**src/rtl/perfect_memory_arbiter.sv**
```systemverilog
// Purpose: round-robin arbiter sharing one fixed-latency line-wide memory between N_REQ requesters.
// Latency: accept T, memory request T+1, response T+3+D (ready seen D cycles into WAIT), timeout at T+2+TIMEOUT.
// Backpressure: one transaction in flight; requests are held off while busy; responses are not backpressured.
module perfect_memory_arbiter #(
  parameter int N_REQ     = 2,
  parameter int ADDR_SIZE = 40,
  parameter int LINE_SIZE = 128,
  parameter int TIMEOUT   = 64
) (
  input  logic                       clk_i,
  input  logic                       rst_i,
  input  logic [N_REQ-1:0]           req_valid_i,
  input  logic [N_REQ*ADDR_SIZE-1:0] req_addr_i,
  output logic [N_REQ-1:0]           req_ready_o,
  output logic [N_REQ-1:0]           resp_valid_o,
  output logic [LINE_SIZE-1:0]       resp_line_o,
  output logic                       resp_error_o,
  output logic                       mem_valid_o,
  output logic [ADDR_SIZE-1:0]       mem_addr_o,
  input  logic                       mem_ready_i,
  input  logic [LINE_SIZE-1:0]       mem_line_i,
  output logic                       busy_o
);

  localparam int PTR_W = (N_REQ > 1) ? $clog2(N_REQ) : 1;
  localparam int CNT_W = $clog2(TIMEOUT) + 1;

  typedef enum logic [1:0] {S_IDLE, S_ISSUE, S_WAIT, S_RESP} state_t;

  state_t               state_q, state_d;
  logic [PTR_W-1:0]     rr_ptr, rr_ptr_d;
  logic [PTR_W-1:0]     gnt_q, gnt_d;
  logic [ADDR_SIZE-1:0] addr_q, addr_d;
  logic [LINE_SIZE-1:0] line_q, line_d;
  logic                 err_q, err_d;
  logic [CNT_W-1:0]     wait_cnt, wait_cnt_d;

  logic [PTR_W-1:0]     win;
  logic [PTR_W-1:0]     idx;
  logic                 win_found;
  logic [ADDR_SIZE-1:0] addr_arr [N_REQ];

  // Split the flat address bus into one entry per requester.
  for (genvar k = 0; k < N_REQ; k++) begin : g_addr
    assign addr_arr[k] = req_addr_i[k*ADDR_SIZE +: ADDR_SIZE];
  end

  // Round-robin search upward from rr_ptr, wrapping past N_REQ-1 to 0.
  always_comb begin
    win       = '0;
    idx       = '0;
    win_found = 1'b0;
    for (int i = 0; i < N_REQ; i++) begin
      idx = PTR_W'((int'(rr_ptr) + i) % N_REQ);
      if (!win_found && req_valid_i[idx]) begin
        win_found = 1'b1;
        win       = idx;
      end
    end
  end

  // Next-state logic and the combinational accept.
  always_comb begin
    state_d     = state_q;
    rr_ptr_d    = rr_ptr;
    gnt_d       = gnt_q;
    addr_d      = addr_q;
    line_d      = line_q;
    err_d       = err_q;
    wait_cnt_d  = wait_cnt;
    req_ready_o = '0;
    case (state_q)
      S_IDLE: begin
        if (win_found) begin
          req_ready_o[win] = 1'b1;
          addr_d           = addr_arr[win];
          gnt_d            = win;
          rr_ptr_d         = PTR_W'((int'(win) + 1) % N_REQ);
          state_d          = S_ISSUE;
        end
      end
      S_ISSUE: begin
        wait_cnt_d = '0;
        state_d    = S_WAIT;
      end
      S_WAIT: begin
        if (wait_cnt != CNT_W'(TIMEOUT)) begin
          wait_cnt_d = wait_cnt + 1'b1;
        end
        // First WAIT cycle ignores ready: the memory drops it one cycle after accepting.
        if ((wait_cnt != '0) && mem_ready_i) begin
          line_d  = mem_line_i;
          err_d   = 1'b0;
          state_d = S_RESP;
        end else if (wait_cnt == CNT_W'(TIMEOUT - 1)) begin
          line_d  = '0;
          err_d   = 1'b1;
          state_d = S_RESP;
        end
      end
      S_RESP: begin
        state_d = S_IDLE;
      end
      default: begin
        state_d = S_IDLE;
      end
    endcase
  end

  // State registers with synchronous reset.
  always_ff @(posedge clk_i) begin
    if (rst_i) begin
      state_q  <= S_IDLE;
      rr_ptr   <= '0;
      gnt_q    <= '0;
      addr_q   <= '0;
      line_q   <= '0;
      err_q    <= 1'b0;
      wait_cnt <= '0;
    end else begin
      state_q  <= state_d;
      rr_ptr   <= rr_ptr_d;
      gnt_q    <= gnt_d;
      addr_q   <= addr_d;
      line_q   <= line_d;
      err_q    <= err_d;
      wait_cnt <= wait_cnt_d;
    end
  end

  // Response pulse decoded from registered state only.
  always_comb begin
    resp_valid_o = '0;
    if (state_q == S_RESP) begin
      resp_valid_o[gnt_q] = 1'b1;
    end
  end

  assign resp_line_o  = line_q;
  assign resp_error_o = err_q;
  assign mem_valid_o  = (state_q == S_ISSUE);
  assign mem_addr_o   = addr_q;
  assign busy_o       = (state_q != S_IDLE);

endmodule

```
**config.mk**
```make
export PLATFORM = sky130hd
export DESIGN_NAME = perfect_memory_arbiter
export DESIGN_NICKNAME = d
export VERILOG_FILES = /design/src/rtl/perfect_memory_arbiter.sv
export SDC_FILE = /design/constraint.sdc
export NUM_CORES = 1
export LEC_CHECK = 0
export CORE_AREA = 2 2 153 155
export CTS_BUF_LIST = sky130_fd_sc_hd__clkbuf_8
export DETAILED_ROUTE_END_ITERATION = 8
export DIE_AREA = 0 0 155 157
export PLACE_DENSITY_LB_ADDON = 0.05
export SETUP_SLACK_MARGIN = 0.4
export SYNTH_ARGS = -nofsm -noshare
export SYNTH_HDL_FRONTEND = slang
export SYNTH_SLANG_ARGS = --single-unit
```
**constraint.sdc**
```tcl
create_clock -name clk_i -period 2.83 [get_ports clk_i]
set_clock_uncertainty 0.05 [all_clocks]
set_input_delay 0.566 -clock clk_i [delete_from_list [all_inputs] [get_ports clk_i]]
set_output_delay 0.566 -clock clk_i [all_outputs]
set_load 0.05 [all_outputs]
```
Word level (Yosys, flattened, before mapping):

Index checks and enable logic that the tools add are counted.

* bits of input ports: 213
* register bits: 180
* output and inout bits: 175

* $add $sub $neg: 3
* reductions and logical operators: 14
* mux-type cells: 28
* bitwise operators: 1
* equal/unequal tests: 8
* $lt $le $gt $ge: 7

Operators by type and width (number)
* 128-bit 2-to-1 mux: 2
* 40-bit 2-to-1 mux: 3
* 7-bit one-hot mux with 2 select lines: 1
* 1-bit 2-to-1 mux: 12
* 2-bit 2-to-1 mux: 6
* 1-bit by 2-bit < comparator with 1-bit output, second input constant: 4
* 2-bit one-hot mux with 4 select lines: 1
* 2-bit AND reduction: 4
* 7-bit by 1-bit adder with 7-bit output, second input constant: 1
* 7-bit by 6-bit == test with 1-bit output, second input constant: 1
* 7-bit 2-to-1 mux: 1
* 7-bit inequality test, second input constant: 1
* 7-bit nonzero test: 1
* 2-bit nonzero test: 3
* 2-bit == test, second input constant: 2
* 1-bit logical AND: 4
* 2-bit inequality test, second input constant: 2
* 3-bit inequality test, second input constant: 1
* 1-bit adder, second input constant: 2
* 1-bit demux with 1-bit select: 2
* 2-bit by 1-bit == test with 1-bit output, second input constant: 1
* 1-bit >= comparator, second input constant: 2
* 2-bit >= comparator, second input constant: 1
* 2-bit logical NOT: 1
* other kinds (2): 2

Logic depth before layout (Yosys ltp):

Gate-level depths: netlist of run 1.

* depth after elaboration: 12
* depth in mapped cells: 8
* gate-level depth less buffers: 6

Worst setup path before layout of run 1:

OpenSTA, ideal clock, no wires.

* path type: reg-to-output
* start: reg state_q[0]
* end: out req_ready_o[0]
* buffers on the path: 1
* path slack: 0.338 ns
* arrival time: 1.876 ns
* cell stages (with the launch flop): 6
* cells stage by stage: dfxtp_1 inv_1 ha_1 o21ai_1 a21oi_1 clkbuf_1

* word-level cells in the longest chain between the ends: 2

Ends and longest elaborated chain
* start, declared: RTL line 30 `state_t state_q, state_d;`
* start signal, assigned: RTL line 121 `state_q <= state_d;`
* 2-bit logical NOT: RTL line 72 `case (state_q)`
* 2-bit 2-to-1 mux: RTL line 72
* end, declared: RTL line 14 `output logic [N_REQ-1:0] req_ready_o,`

Every way passes these cells.

Final worst setup path of run 1:

* start: reg wait_cnt[0]
* end: reg line_q[109] (netlist: resp_line_o[109])

* word-level cells in the longest chain between the ends: 4
* elaborated cells on any way between the ends: 6
* those cells by class: eq/ne: 1; mux: 1; reduce/logical: 4

Ends and longest elaborated chain
* start, declared: RTL line 36 `logic [CNT_W-1:0] wait_cnt, wait_cnt_d;`
* start signal, assigned: RTL line 127 `wait_cnt <= wait_cnt_d;`
* 7-bit nonzero test: RTL line 91 `if ((wait_cnt != '0) && mem_ready_i) begin`
* 1-bit logical AND: RTL line 91
* 2-bit nonzero test (no line)
* 2-bit AND reduction (no line)
* end signal, assigned: RTL line 125 `line_q <= line_d;`
* end, declared: RTL line 34 `logic [LINE_SIZE-1:0] line_q, line_d;`

Several ways; a longest one is shown, not always the timed one.
A chain may end at the register's enable or synchronous reset.

==> flow_summary_export.csv, run 1 <==
group,metric,value,unit
floorplanning,io-pin-count,388,
yosys,yosys_warnings,0,
setup_path,cp.required,3.12,ns
cells_and_area,area_growth,67.3,%
sta,fin_crit,2.35,ns
global_route,grt_pass1_wl,34.7,mm
routing,drt_iter0_drc,457,
pwr,power.density,666,nW/um2
setup_path,slowest_delay,0.48,ns
run_status,status,"complete, no violations",
sta,layout_worst_path_cycle_share,83.0,%
yosys,synthesis.nets,750,
clocking,cts_buffers,17,
placement,gp_congestion,0.816,
floorplanning,row_count,55,
sta,max_freq,426,MHz
routing,ant_nets,0,
worst_hold_path,hp-class,"reg -> reg",
global_route,grt-ovfl-total,0,
yosys,synth_area,6470,um2
yosys,ys_types,38,
setup_path,critPathBufInv,2,
sta,worst_pin_slew,0.709,ns
setup_path,path_depth,7,
floorplanning,start_util,28.8,%
cells_and_area,nets,1118,
global_route,grt_max_degree,133,
floorplanning,dieArea,24300,um2
clocking,cts.htree.levels,4,
global_route,grt_pass1_vias,6188,
pwr,irDropWorstVdd,0.502,mV
routing,vias_per_cell,5.19,
sta,whs,0.442,ns
floorplanning,die_w,155,um
yosys,synth_cells,530,
clocking,cts_tree,"done",
sta,slew_violations,0,
sta,hold_viol,0,
setup_path,path_class,"reg -> reg",
setup_path,cp.arrival,2.63,ns
yosys,ys_ff_latch,180,
clocking,clock_path_buffers,2,
floorplanning,dieHeight,157,um
routing,drtPass1Iterations,7,
sta,relSlewSlack,52.5,%
yosys,synth.yosys.seq_area_share,55.7,%
sta,fin_ws,0.481,ns
placement,dpl_worst_slack,0.355,ns
routing,routed-via-count,6218,
cells_and_area,drive_above_1_share,7.14,%
clocking,cts-root-buf,"clkbuf_8",
cells_and_area,final_area,10800,um2
placement,dpl-instance-area,10400,um2
flow_run,cap_violations,0,
placement,io_buffers,387,
pwr,leakagePower,3.91,nW
global_route,grtUsageTotal,18.2,%
routing,wire_per_inst,20.2,um
routing,drc,0,
placement,hpwl,16.4,mm
worst_hold_path,hold_depth,2,
sta,grt_setup_unrepaired,"yes",
yosys,synthFlopType,"dfxtp_1",
floorplanning,fp.coreArea,22500,um2
setup_path,ff2ff_path_depth,7,
setup_path,startpoint_type,"flip-flop",
yosys,synth-edff-count,0,
setup_path,cp_top_family,"simple AND/OR/NAND/NOR gates",
global_route,antenna_found_initial,1,
clocking,clk_pin_slew,0.09,ns
clocking,cts.sinks,180,
yosys,async_flop_share,0,%
clocking,insertion_delay,0.44,ns
setup_path,critPathCaptureType,"flip-flop",
sta,finalSetupViolCount,0,
setup_path,crit_chain,"inv_1 -> ha_1 -> or4b_4 -> o31a_1 -> buf_4 -> and3_2 -> a32o_1",
yosys,avgSynthCellArea,12.2,um2
setup_path,path_max_fanout,28,
sta,setup_tns,0,ns
setup_path,cp_slowest_cell,"or4b_4",
cells_and_area,n_fill_cell,2053,
routing,drt-total-wl,24.2,mm
-- layer usage --
metal  up-vias  GRT usage (%)  share of wire (%)
li1       2891              -                  -
met1      3026           20.1                 40
met2       267           33.2                 51
met3        34           5.45                7.0
met4         0           6.57                2.4
met5         -              0                  0
-- cells by family (layout without fill, tap and decap cells) --
logic type      count (synthesis)  count (layout)  share of synthesized area (%)
compound gates                191             191                           28.2
buf+inv                        68             448                           8.48
flops                         180             180                           55.7
other cells                     0               2                              0
fa+ha+maj                       7               7                           1.35
simple gates                   78              79                           5.39
mux                             6               6                          0.928
-- stage by stage --
step	std cells	power, mW	util [%]
6_report	1198	7.22	48.1
3_5_place_dp	1156	5.64	46.0
4_1_cts	1189	7.29	47.8
5_1_grt	1197	7.58	48.1
3_3_place_gp	1156	5.59	46.0
2_1_floorplan	530	4.59	-
-- synthesized netlist by cell type (5+ instances only) --
cell type	instances	area (um2)
inv_1	7	26.3
a32o_1	128	1280
dfxtp_1	180	3600
a21oi_1	7	35.0
ha_1	7	87.6
a211oi_1	7	52.6
buf_6	15	169
nor2_1	51	191
a222oi_1	35	350
clkbuf_1	32	120
buf_12	11	220
nor3_1	5	25.0
mux2i_1	6	60.1
nand2_1	9	33.8
-- path summary, 6_finish.rpt --
kind | startpoint | to | slack (ns)
hold reg to reg | rr_ptr | rr_ptr | 0.44
setup reg to reg | wait_cnt[0] | resp_line_o[109] | 0.48
setup / recovery | wait_cnt[0] | resp_line_o[109] | 0.48
hold / removal | rr_ptr | rr_ptr | 0.44
-- worst reg2reg max path, delay by kind of cell (launching register included) --
family,cells,cell delay [ns]
AND/OR/NAND/NOR,2,0.89
AO/OA/AOI/OAI,2,0.59
flip-flops,1,0.35
buffers and inverters,2,0.24
adder cells (fa/ha/maj),1,0.13
-- report_power, final --
part	switching, mW	total, mW	internal (mW)
clock	0.994	1.62	0.631
combinational	1.66	2.71	1.05
sequential	0.125	2.88	2.76
total	2.78	7.22	4.44
-- state kept, by name, indices dropped and copies added, names as in the netlist --
name and count:
mem_addr_o 40, resp_error_o 1, gnt_q 1, state_q 2
rr_ptr 1, wait_cnt 7, resp_line_o 128
-- cell usage in the layout, fill, tap and decap left out, types with 4 or more instances in the layout --
cell type / count
clkdlybuf4s50_1: 380
dfxtp_1: 180
a32o_1: 128
nor2_1: 51
a222oi_1: 35
clkbuf_8: 17
buf_4: 12
inv_1: 9
nand2_1: 9
a211oi_1: 7
ha_1: 7
a21oi_1: 6
mux2i_1: 6
nor3_1: 5
inv_6: 5
buf_12: 5
clkinvlp_4: 4
-- what timing repair did --
item,CTS,global route
pin swaps,0,2
endpoints found under the hold margin,0,0
resized for setup,5,10
buffers inserted,0,3
setup endpoints to repair,19,118
gates cloned,1,4
hold buffers,0,0
-- layout make-up --
| type | count | area, um2 | area share (%) |
|---|---|---|---|
| flip-flops and latches | 180 | 3600 | 33.3 |
| multi-input cells | 283 | 2340 | 21.6 |
| well taps | 285 | 357 | 3.29 |
| repair buffers | 408 | 4140 | 38.2 |
| diodes | 2 | 5.00 | 0.0462 |
| clock inverters | 15 | 120 | 1.11 |
| inverters | 8 | 32.5 | 0.300 |
| clock buffers | 17 | 234 | 2.16 |
Power figures use the tool's default switching activity.
==> run 2: changes to the inputs <==
==> constraint.sdc (replaced) <==
create_clock -name clk_i -period 2.4 [get_ports clk_i]
set_clock_uncertainty 0.05 [all_clocks]
set_input_delay 0.48 -clock clk_i [delete_from_list [all_inputs] [get_ports clk_i]]
set_output_delay 0.48 -clock clk_i [all_outputs]
set_load 0.05 [all_outputs]
==> flow_summary_export.csv, run 2 (synthesis results as in run 1) <==
group,metric,value,unit
cells_and_area,final_cell_mix,"209 x clkdlybuf4s50_1, 176 x dfxtp_1, 171 x dlygate4sd2_1",
setup_path,cp.arrival,2.55,ns
sta,finalSetupViolCount,0,
routing,drc,0,
routing,drt_iter0_drc,555,
global_route,grt_pass1_vias,6405,
placement,hpwl,16.1,mm
floorplanning,start_util,28.8,%
floorplanning,dieHeight,157,um
sta,max_freq,445,MHz
pwr,switching_share,38.8,%
clocking,cts_tree,"done",
clocking,clk_pin_slew,0.10,ns
cells_and_area,area_growth,77.6,%
pwr,leakagePower,5.08,nW
global_route,grtUsageTotal,19.9,%
floorplanning,die_w,155,um
clocking,clock_path_buffers,2,
cells_and_area,nets,1154,
placement,dpl-instance-area,10400,um2
clocking,cts_buffers,17,
sta,layout_worst_path_cycle_share,93.7,%
sta,setup_tns,0,ns
global_route,grt-ovfl-total,0,
setup_path,cp_slowest_cell,"or4b_4",
placement,gp_congestion,0.763,
pwr,power_switching,3.42,mW
pwr,p_total,8.82,mW
setup_path,rrSetupSlack,0.15,ns
global_route,grt_pass1_wl,37.2,mm
routing,vias_per_cell,5.20,
routing,routed-via-count,6413,
floorplanning,row_count,55,
pwr,p_seq_share,38.7,%
setup_path,path_max_fanout,8,
run_status,status,"complete, no violations",
routing,ant_nets,0,
sta,slew_violations,0,
setup_path,critPathBufInv,3,
clocking,holdBufCountCts,0,
routing,wire_per_inst,21.3,um
pwr,pwr-share-clk,22.2,%
worst_hold_path,hp-start,"rr_ptr",
cells_and_area,final_core_util,51.1,%
clocking,insertion_delay,0.45,ns
cells_and_area,drive_above_1_share,12.6,%
pwr,pwr-share-comb,39.1,%
floorplanning,fp.coreArea,22500,um2
sta,fin_ws,0.151,ns
placement,dpl_worst_slack,0.0962,ns
global_route,antenna_found_initial,2,
setup_path,timing.rr.start,"wait_cnt[0]",
sta,hold_viol,0,
routing,drtPass1Iterations,6,
setup_path,crit_chain,"inv_2 -> ha_4 -> or4b_4 -> o31a_1 -> and3_4 -> buf_12 -> buf_16 -> a32o_1",
cells_and_area,largest_reg_flops,128,
setup_path,critPathCaptureType,"flip-flop",
pwr,internal-power,5.39,mW
routing,drt-total-wl,26.3,mm
placement,dp.cells,1155,
sta,worst_pin_slew,0.646,ns
worst_hold_path,hp-class,"reg -> reg",
cells_and_area,final_area,11500,um2
pwr,irDropWorstVdd,0.488,mV
flow_run,cap_violations,0,
global_route,grt_max_degree,133,
pwr,power.density,767,nW/um2
setup_path,path_class,"reg -> reg",
setup_path,startpoint_type,"flip-flop",
cells_and_area,final_common_cell,"clkdlybuf4s50_1",
setup_path,cp_top_family,"simple AND/OR/NAND/NOR gates",
sta,fin_crit,2.25,ns
clocking,cts.sinks,180,
sta,whs,0.445,ns
sta,grt_setup_unrepaired,"yes",
floorplanning,dieArea,24300,um2
floorplanning,io-pin-count,388,
clocking,cts-root-buf,"clkbuf_8",
clocking,cts.htree.levels,4,
placement,io_buffers,387,
setup_path,critPathLaunch,"wait_cnt[0]",
setup_path,cp.required,2.70,ns
cells_and_area,final_cells,1233,
setup_path,slowest_delay,0.45,ns
sta,relSlewSlack,57.0,%
run 2: power groups by stage:
stage               logic [mW]  registers, mW  clock network [mW]
detailed placement        3.19           3.47                   0
floorplan                 1.18           4.25                   0
CTS                       3.29           3.41                2.04
global route              3.66           3.45                2.15
finish                    3.44           3.41                1.96
global placement          3.16           3.46                   0
run 2: worst reg2reg max path: cells and delay by family, from the launching register on:
family / cells / cell delay [ns]
AND/OR/NAND/NOR: 2 / 0.73
buffers and inverters: 3 / 0.39
flip-flops: 1 / 0.34
adder cells (fa/ha/maj): 1 / 0.12
AO/OA/AOI/OAI: 2 / 0.53
run 2: worst paths after layout:
path	endpoint	depth (start not counted)
worst max register to register	resp_line_o[71]	8
worst min-delay path	rr_ptr	2
worst max-delay path	resp_line_o[71]	8
worst min register to register	rr_ptr	2
run 2: cell type report:
class | count | area, um2
antenna | 3 | 7.51
sequential | 180 | 3610
multi-input combinational | 282 | 2400
tap | 285 | 357
fill | 2052 | 11000
clock buffer | 17 | 234
inverter | 8 | 40.0
clock inverter | 13 | 121
timing repair buffer | 445 | 4730
run 2: what timing repair did:
item	in CTS	in global routing
pin swaps	6	65
setup buffers	19	4
gates cloned	13	9
endpoints found under the setup margin	301	134
resized for setup	205	11
run 2: routing by layer:
| metal | wire (um) | up-vias | GRT usage [%] |
|---|---|---|---|
| met5 | 0 | - | 0 |
| met4 | 578 | 0 | 7.50 |
| met3 | 1750 | 30 | 5.48 |
| met2 | 13200 | 261 | 35.1 |
| met1 | 10800 | 3147 | 22.9 |
| li1 | - | 2975 | - |
